--- config.mk ---
export PLATFORM = sky130hd
export DESIGN_NAME = ifetch_line_buf
export DESIGN_NICKNAME = d
export VERILOG_FILES = /design/src/rtl/ifetch_pkg.sv /design/src/rtl/ifetch_line_ram.sv /design/src/rtl/ifetch_line_buf.sv
export SDC_FILE = /design/constraint.sdc
export NUM_CORES = 1
export LEC_CHECK = 0
export BUFFER_PORTS_ARGS = -buffer_cell sky130_fd_sc_hd__buf_4
export CORE_MARGIN = 2
export CORE_UTILIZATION = 35
export CTS_BUF_LIST = sky130_fd_sc_hd__clkbuf_8
export DETAILED_ROUTE_END_ITERATION = 10
export PLACE_DENSITY = 0.62
export SYNTH_ARGS = -nofsm -noshare
export SYNTH_HDL_FRONTEND = slang
export SYNTH_SLANG_ARGS = --single-unit
--- constraint.sdc ---
create_clock -name clk -period 8.71 [get_ports clk]
set_clock_uncertainty 0.05 [all_clocks]
set_input_delay 0 -clock clk [delete_from_list [all_inputs] [get_ports clk]]
set_output_delay 0 -clock clk [all_outputs]
set_load 0.01 [all_outputs]
--- src/rtl/ifetch_pkg.sv ---
// Shared types and AXI constants for the instruction line buffer.
// Imported by ifetch_line_buf and ifetch_line_ram.
package ifetch_pkg;

  typedef enum logic [2:0] {
    IDLE,
    REQ,
    FILL,
    SERVE,
    DRAIN,
    STOP
  } fetch_state_t;

  localparam logic [1:0] AXI_BURST_INCR = 2'b01;
  localparam logic [2:0] AXI_SIZE_8B    = 3'b011;
  localparam logic [1:0] AXI_RESP_OKAY  = 2'b00;

endpackage

--- src/rtl/ifetch_line_ram.sv ---
// One cache line of storage: DEPTH x WIDTH, sync write, async read.
// Ports: clk, we/waddr/wdata write port, raddr/rdata read port.
module ifetch_line_ram
  import ifetch_pkg::*;
#(
  parameter int DEPTH = 8,
  parameter int WIDTH = 64,
  localparam int AW = $clog2(DEPTH)
) (
  input  logic             clk,
  input  logic             we,
  input  logic [AW-1:0]    waddr,
  input  logic [WIDTH-1:0] wdata,
  input  logic [AW-1:0]    raddr,
  output logic [WIDTH-1:0] rdata
);

  logic [WIDTH-1:0] mem [DEPTH];

  always_ff @(posedge clk) begin
    if (we) mem[waddr] <= wdata;
  end

  assign rdata = mem[raddr];

endmodule

--- src/rtl/ifetch_line_buf.sv ---
// Single-line instruction fetch buffer: AXI burst fill, 32-bit serve.
// Ports: clk/reset_n, entry, redirect, inst handshake, halt/fault, AXI AR+R.
module ifetch_line_buf
  import ifetch_pkg::*;
#(
  parameter int          ADDR_WIDTH = 64,
  parameter int          DATA_WIDTH = 64,
  parameter int          ID_WIDTH   = 13,
  parameter int          LINE_BEATS = 8,
  parameter int unsigned FETCH_ID   = 0
) (
  input  logic                  clk,
  input  logic                  reset_n,
  input  logic [ADDR_WIDTH-1:0] entry,
  input  logic                  redirect_valid,
  input  logic [ADDR_WIDTH-1:0] redirect_pc,
  output logic                  inst_valid,
  input  logic                  inst_ready,
  output logic [31:0]           inst_data,
  output logic [ADDR_WIDTH-1:0] inst_pc,
  output logic                  halt,
  output logic                  fault,
  output logic [ID_WIDTH-1:0]   m_axi_arid,
  output logic [ADDR_WIDTH-1:0] m_axi_araddr,
  output logic [7:0]            m_axi_arlen,
  output logic [2:0]            m_axi_arsize,
  output logic [1:0]            m_axi_arburst,
  output logic                  m_axi_arvalid,
  input  logic                  m_axi_arready,
  input  logic [ID_WIDTH-1:0]   m_axi_rid,
  input  logic [DATA_WIDTH-1:0] m_axi_rdata,
  input  logic [1:0]            m_axi_rresp,
  input  logic                  m_axi_rlast,
  input  logic                  m_axi_rvalid,
  output logic                  m_axi_rready
);

  localparam int LB = LINE_BEATS * 8;
  localparam int OB = $clog2(LB);
  localparam int IW = $clog2(LINE_BEATS);

  fetch_state_t          state;
  logic [ADDR_WIDTH-1:0] pc;
  logic [ADDR_WIDTH-1:0] rd_lat;
  logic                  rd_pend;
  logic [IW-1:0]         cnt;
  logic                  fault_q;
  logic                  halt_q;

  logic [DATA_WIDTH-1:0] line_word;
  logic [31:0]           word;
  logic                  zero;
  logic                  in_serve;
  logic                  bad;
  logic                  fault_n;
  logic                  last_beat;
  logic [ADDR_WIDTH-1:0] rd_pc;
  logic [ADDR_WIDTH-1:0] entry_pc;
  logic                  unused;

  assign rd_pc    = {redirect_pc[ADDR_WIDTH-1:2], 2'b00};
  assign entry_pc = {entry[ADDR_WIDTH-1:2], 2'b00};
  assign unused   = ^{entry[1:0], redirect_pc[1:0], m_axi_rid};

  ifetch_line_ram #(
    .DEPTH(LINE_BEATS),
    .WIDTH(DATA_WIDTH)
  ) u_ram (
    .clk  (clk),
    .we   (state == FILL && m_axi_rvalid),
    .waddr(cnt),
    .wdata(m_axi_rdata),
    .raddr(pc[OB-1:3]),
    .rdata(line_word)
  );

  assign word      = pc[2] ? line_word[63:32] : line_word[31:0];
  assign zero      = (word == 32'h0);
  assign in_serve  = (state == SERVE);
  assign bad       = m_axi_rvalid && (m_axi_rresp != AXI_RESP_OKAY);
  assign fault_n   = fault_q || bad;
  assign last_beat = m_axi_rvalid && m_axi_rlast;

  assign inst_valid = in_serve && !zero;
  assign inst_data  = inst_valid ? word : 32'h0;
  assign inst_pc    = pc;
  // Halt shows in the same cycle the zero word is seen, then latches.
  assign halt  = halt_q || (in_serve && zero && !redirect_valid);
  assign fault = fault_q;

  assign m_axi_arvalid = (state == REQ);
  assign m_axi_araddr  = {pc[ADDR_WIDTH-1:OB], OB'(0)};
  assign m_axi_arlen   = 8'(LINE_BEATS - 1);
  assign m_axi_arsize  = AXI_SIZE_8B;
  assign m_axi_arburst = AXI_BURST_INCR;
  assign m_axi_arid    = ID_WIDTH'(FETCH_ID);
  assign m_axi_rready  = (state == FILL) || (state == DRAIN);

  always_ff @(posedge clk or negedge reset_n) begin
    if (!reset_n) begin
      state   <= IDLE;
      pc      <= '0;
      rd_lat  <= '0;
      rd_pend <= 1'b0;
      cnt     <= '0;
      fault_q <= 1'b0;
      halt_q  <= 1'b0;
    end else begin
      unique case (state)
        IDLE: begin
          pc    <= redirect_valid ? rd_pc : entry_pc;
          state <= REQ;
        end
        REQ: begin
          // AR stays untouched; a redirect only gets remembered.
          if (redirect_valid) begin
            rd_lat  <= rd_pc;
            rd_pend <= 1'b1;
          end
          if (m_axi_arready) begin
            cnt     <= '0;
            rd_pend <= 1'b0;
            state   <= (rd_pend || redirect_valid) ? DRAIN : FILL;
          end
        end
        FILL: begin
          if (m_axi_rvalid) begin
            cnt <= cnt + 1'b1;
            if (bad) fault_q <= 1'b1;
          end
          if (last_beat) begin
            if (fault_n) begin
              state <= STOP;
            end else if (redirect_valid) begin
              pc    <= rd_pc;
              state <= REQ;
            end else begin
              state <= SERVE;
            end
          end else if (redirect_valid) begin
            rd_lat <= rd_pc;
            state  <= DRAIN;
          end
        end
        DRAIN: begin
          if (redirect_valid) rd_lat <= rd_pc;
          if (last_beat) begin
            if (fault_q) begin
              state <= STOP;
            end else begin
              pc    <= redirect_valid ? rd_pc : rd_lat;
              state <= REQ;
            end
          end
        end
        SERVE: begin
          if (redirect_valid) begin
            pc    <= rd_pc;
            state <= REQ;
          end else if (zero) begin
            halt_q <= 1'b1;
            state  <= STOP;
          end else if (inst_ready) begin
            pc <= pc + ADDR_WIDTH'(4);
            if (&pc[OB-1:2]) state <= REQ;
          end
        end
        STOP: begin
        end
        default: state <= IDLE;
      endcase
    end
  end

endmodule
==> summary.md <==
| Metric | Value |
|---|---|
| Final worst path period need | between 6 and 7 ns |
| Total setup buffers inserted after CTS | 0 |
| PwrDens | between 200 and 300 mW/mm^2 |
| Placed cells | 3300 |
| Area after DPL | around 0.033 sq mm |
| FF-to-FF Start | inst_pc[4]$_DFFE_PN0P_ |
| Cell count after synthesis | ~2000 |
| Nets | 2885 |
| Fin cells | 3836 |
| Crit-path leading delay family | simple AND/OR/NAND/NOR gates |
| RSZ-0062 raised after global routing | no |
| Clock buffer depth | 3 |
| CP startpoint | inst_pc[4]$_DFFE_PN0P_ |
| First-pass DRT Iterations | 5 |
| Reg2reg setup slack | around 2.8 ns |
| # rows | about 110 |
| Worst-path cell chain | buf_12 -> nor2b_1 -> a221oi_1 -> o21ai_0 -> nand2_1 -> nor4_1 -> nand3_1 -> nor2_1 -> or2_1 -> buf_4 -> a21oi_1 -> buf_4 |
| Setup_tns | 0 ns |
| Buffers on Ports | roughly 360 |
| DRT antenna net count | 0 |
| Main flop type after synthesis | edfxtp_1 |
| Area of the multi-input gates | 0.009339 sq mm |
| Crit path top cell by count | buf_4 |
| Fin area | about 0.038 sq mm |
| Leakage | roughly 14 nW |
| Warnings from Yosys | 0 |
| CP max FO | 63 |
| Fin. Hold Viols | 0 |
| Gpl congestion | 0.8952 |
| Pre-CTS setup slack | ~3.2 ns |
| Initial antenna violation count | 9 |
| Clk slew on worst S/H paths | 0.06 ns |
| IO Count | 405 |
| Worst Setup EP | inst_data[3] |
| Final setup fails | 0 |
| CTS Buf Count | 107 |
| Crit path capture type | primary output |
| Crit-path max cell delay | approximately 1.0 ns |
| WL/cell | about 24 um |
| Vias per inst | roughly 5.5 |
| H-tree depth | 3 |
| WL final | about 90000 um |
| DRC | 0 |
| Worst setup SP type | register |
| Final worst slack | 2.649 ns |
| Largest net degree at the start of global routing | 70 |
| # Max-Cap Violations | 0 |
| Rel. slew slack | between 10% and 20% |
| Die width | slightly below 300 um |
| Largest cells by area after synthesis | edfxtp_1 (52%), dfrtp_1 (12%), mux4_2 (9.0%) |
| Sequential-to-total area share from yosys stat | ~64% |
| Crit Path Category | register to primary output |
| Hold_ws | ~0.04 ns |
| Vias | approximately 21000 |
| Final cycle utilization of the critical path | 69.59% |
| Synthesized area | 0.02933 sq mm |
| Synth area leader | edfxtp_1 |
| Number of synthesized flops with an enable pin | 512 |
| Status | complete, no violations |
| Grt ovf | 0 |
| Total GRT Usage | between 20% and 30% |
| Die ar. | 0.08612 sq mm |
| Final Core Density | a little under half |
| Stages on worst setup path | 12 |
| Fillcell total | about 7300 |
| Synthesized area per cell | roughly 15 sq um |
| Sink Count | 649 |
| Vert. Die Dim | 293.5 um |
| CORE AREA | roughly 0.083 sq mm |
| Worst r2r path cells | 13 |
| Clk root buf | clkbuf_8 |
| HP Class | input port to register |
| PnR Total Power | ~11 mW |
| Worst r2r dst | inst_pc[26]$_DFFE_PN0P_ |
| Max-slew violation count | 0 |
| Worst Tran Pin Value | ~1.2 ns |
| Number of global-route vias before repair | around 22000 |
| TritonCTS clock tree | done |
| First-pass GRT wire length | 134400 um |
| Initial cell density of the core | about a third |
| Slowest-stage cell, CP | dfrtp_4 |
| Peak Freq | between 150 and 200 MHz |
| CP required | slightly below 9 ns |
| Arrival time worst endpoint | around 6 ns |
| Layout cells sized above 1 | about 28% |
| CP Buf/Inv Count | 3 |
| Post-synth ARST share | between 20% and 30% |
| Worst-Skew Late Latency | 0.75 ns |
| DR iter-0 viols | about 1700 |
| Synth cell types | 70 |
| Top-area cell type share of the netlist area | a little over half |
| FF+latch count, synth | approximately 650 |
| Max VDD drop | roughly 160 uV |
| Post-DP HPWL | around 54000 um |
| Worst hold stages | 2 |
| Layout area overhead | 30.13% |
| Register area | 0.01881 sq mm |
## per-layer routing
metal | share of wire [%] | track usage (%)
met1 | 40 | 25.96
met2 | 49 | 34.49
met3 | 8.6 | 4.713
met4 | 2.8 | 7.180
met5 | 0.044 | 0
## where the power goes
| group | total, mW | internal [mW] | switching [mW] |
|---|---|---|---|
| Clock | 2.56 | 1.29 | 1.27 |
| Combinational | 4.29 | 2.05 | 2.24 |
| Sequential | 4.24 | 3.68 | 0.555 |
| Total | 11.1 | 7.02 | 4.06 |
## what timing repair did
item | in CTS | in global routing
gates resized for setup | 0 | 0
endpoints found under the hold margin | 712 | 0
hold buffers | 340 | 0
## sequential cells by signal (all words and copies together) (netlist names)
register / cells
rd_lat: 64
halt_q: 1
cnt: 3
fault: 1
state: 3
rd_pend: 1
u_ram.mem: 512
inst_pc: 64
## Yosys cell counts, types with 21 or more instances
cell and count:
a21oi_1 59, a22o_1 25, a22oi_1 24, buf_4 102, clkbuf_1 71, dfrtp_1 137
edfxtp_1 512, inv_1 42, mux2_2 85, mux2i_1 46, mux4_2 117, nand2_1 114
nand3_1 37, nand4_1 21, nor2_1 99, nor3_1 29, o21a_1 51, o21ai_0 80
o22ai_1 53
## layout make-up
| type | instances | area share (%) |
|---|---|---|
| antenna | 7 | 0.04590 |
| clock buffer | 114 | 4.111 |
| clock inverter | 75 | 1.213 |
| inverter | 43 | 0.4229 |
| multi-input combinational | 1128 | 24.47 |
| sequential | 649 | 49.29 |
| tap | 1080 | 3.541 |
| timing repair buffer | 740 | 16.91 |
## cell usage in the layout (no fill, tap or decap), types with 13 or more instances in the layout
master,count
nor2_1,93
mux2i_1,46
conb_1,32
nand3_1,35
mux2_2,85
clkinv_1,23
inv_1,75
nand4_1,21
o21ai_0,80
edfxtp_1,512
clkbuf_8,114
nor2b_1,18
mux4_2,117
nor4_1,13
nand2b_1,14
o22ai_1,53
dlygate4sd3_1,339
dfrtp_1,135
a21oi_1,58
a31oi_1,15
o21a_1,51
nand2_1,113
a211oi_1,13
a22o_1,25
buf_4,397
a221oi_1,20
a22oi_1,24
nor3_1,26
o31ai_1,15
## cells by family (layout without fill, tap and decap cells)
| group | count (synthesis) | in the layout | share of synthesized area (%) |
|---|---|---|---|
| DFF | 649 | 649 | 64.12 |
| AOI/OAI and AO/OA | 446 | 446 | 10.58 |
| and+or+nand+nor | 392 | 392 | 6.353 |
| buffers and inverters | 251 | 972 | 4.787 |
| muxes | 248 | 248 | 13.82 |
| xor gates and xnor gates | 8 | 8 | 0.2389 |
| adders and majority gates | 2 | 2 | 0.08531 |
| other | 2 | 39 | 0.02561 |
## worst min path at each step
| stage | startpoint | endpoint | slack, ns |
|---|---|---|---|
| detailed placement | reset_n | rd_lat[34]$_DFFE_PN0P_ | 0.02 |
| finish | m_axi_rdata[39] | u_ram.mem[2][39]$_DFFE_PP_ | 0.04 |
| floorplan | reset_n | cnt[0]$_DFFE_PN0P_ | -0.35 |
| global placement | reset_n | rd_lat[36]$_DFFE_PN0P_ | 0.01 |
| CTS | m_axi_rdata[29] | u_ram.mem[6][29]$_DFFE_PP_ | 0.0003 |
| global route | m_axi_rdata[61] | u_ram.mem[0][61]$_DFFE_PP_ | 0.02 |
(Power assumes the default switching activity.)
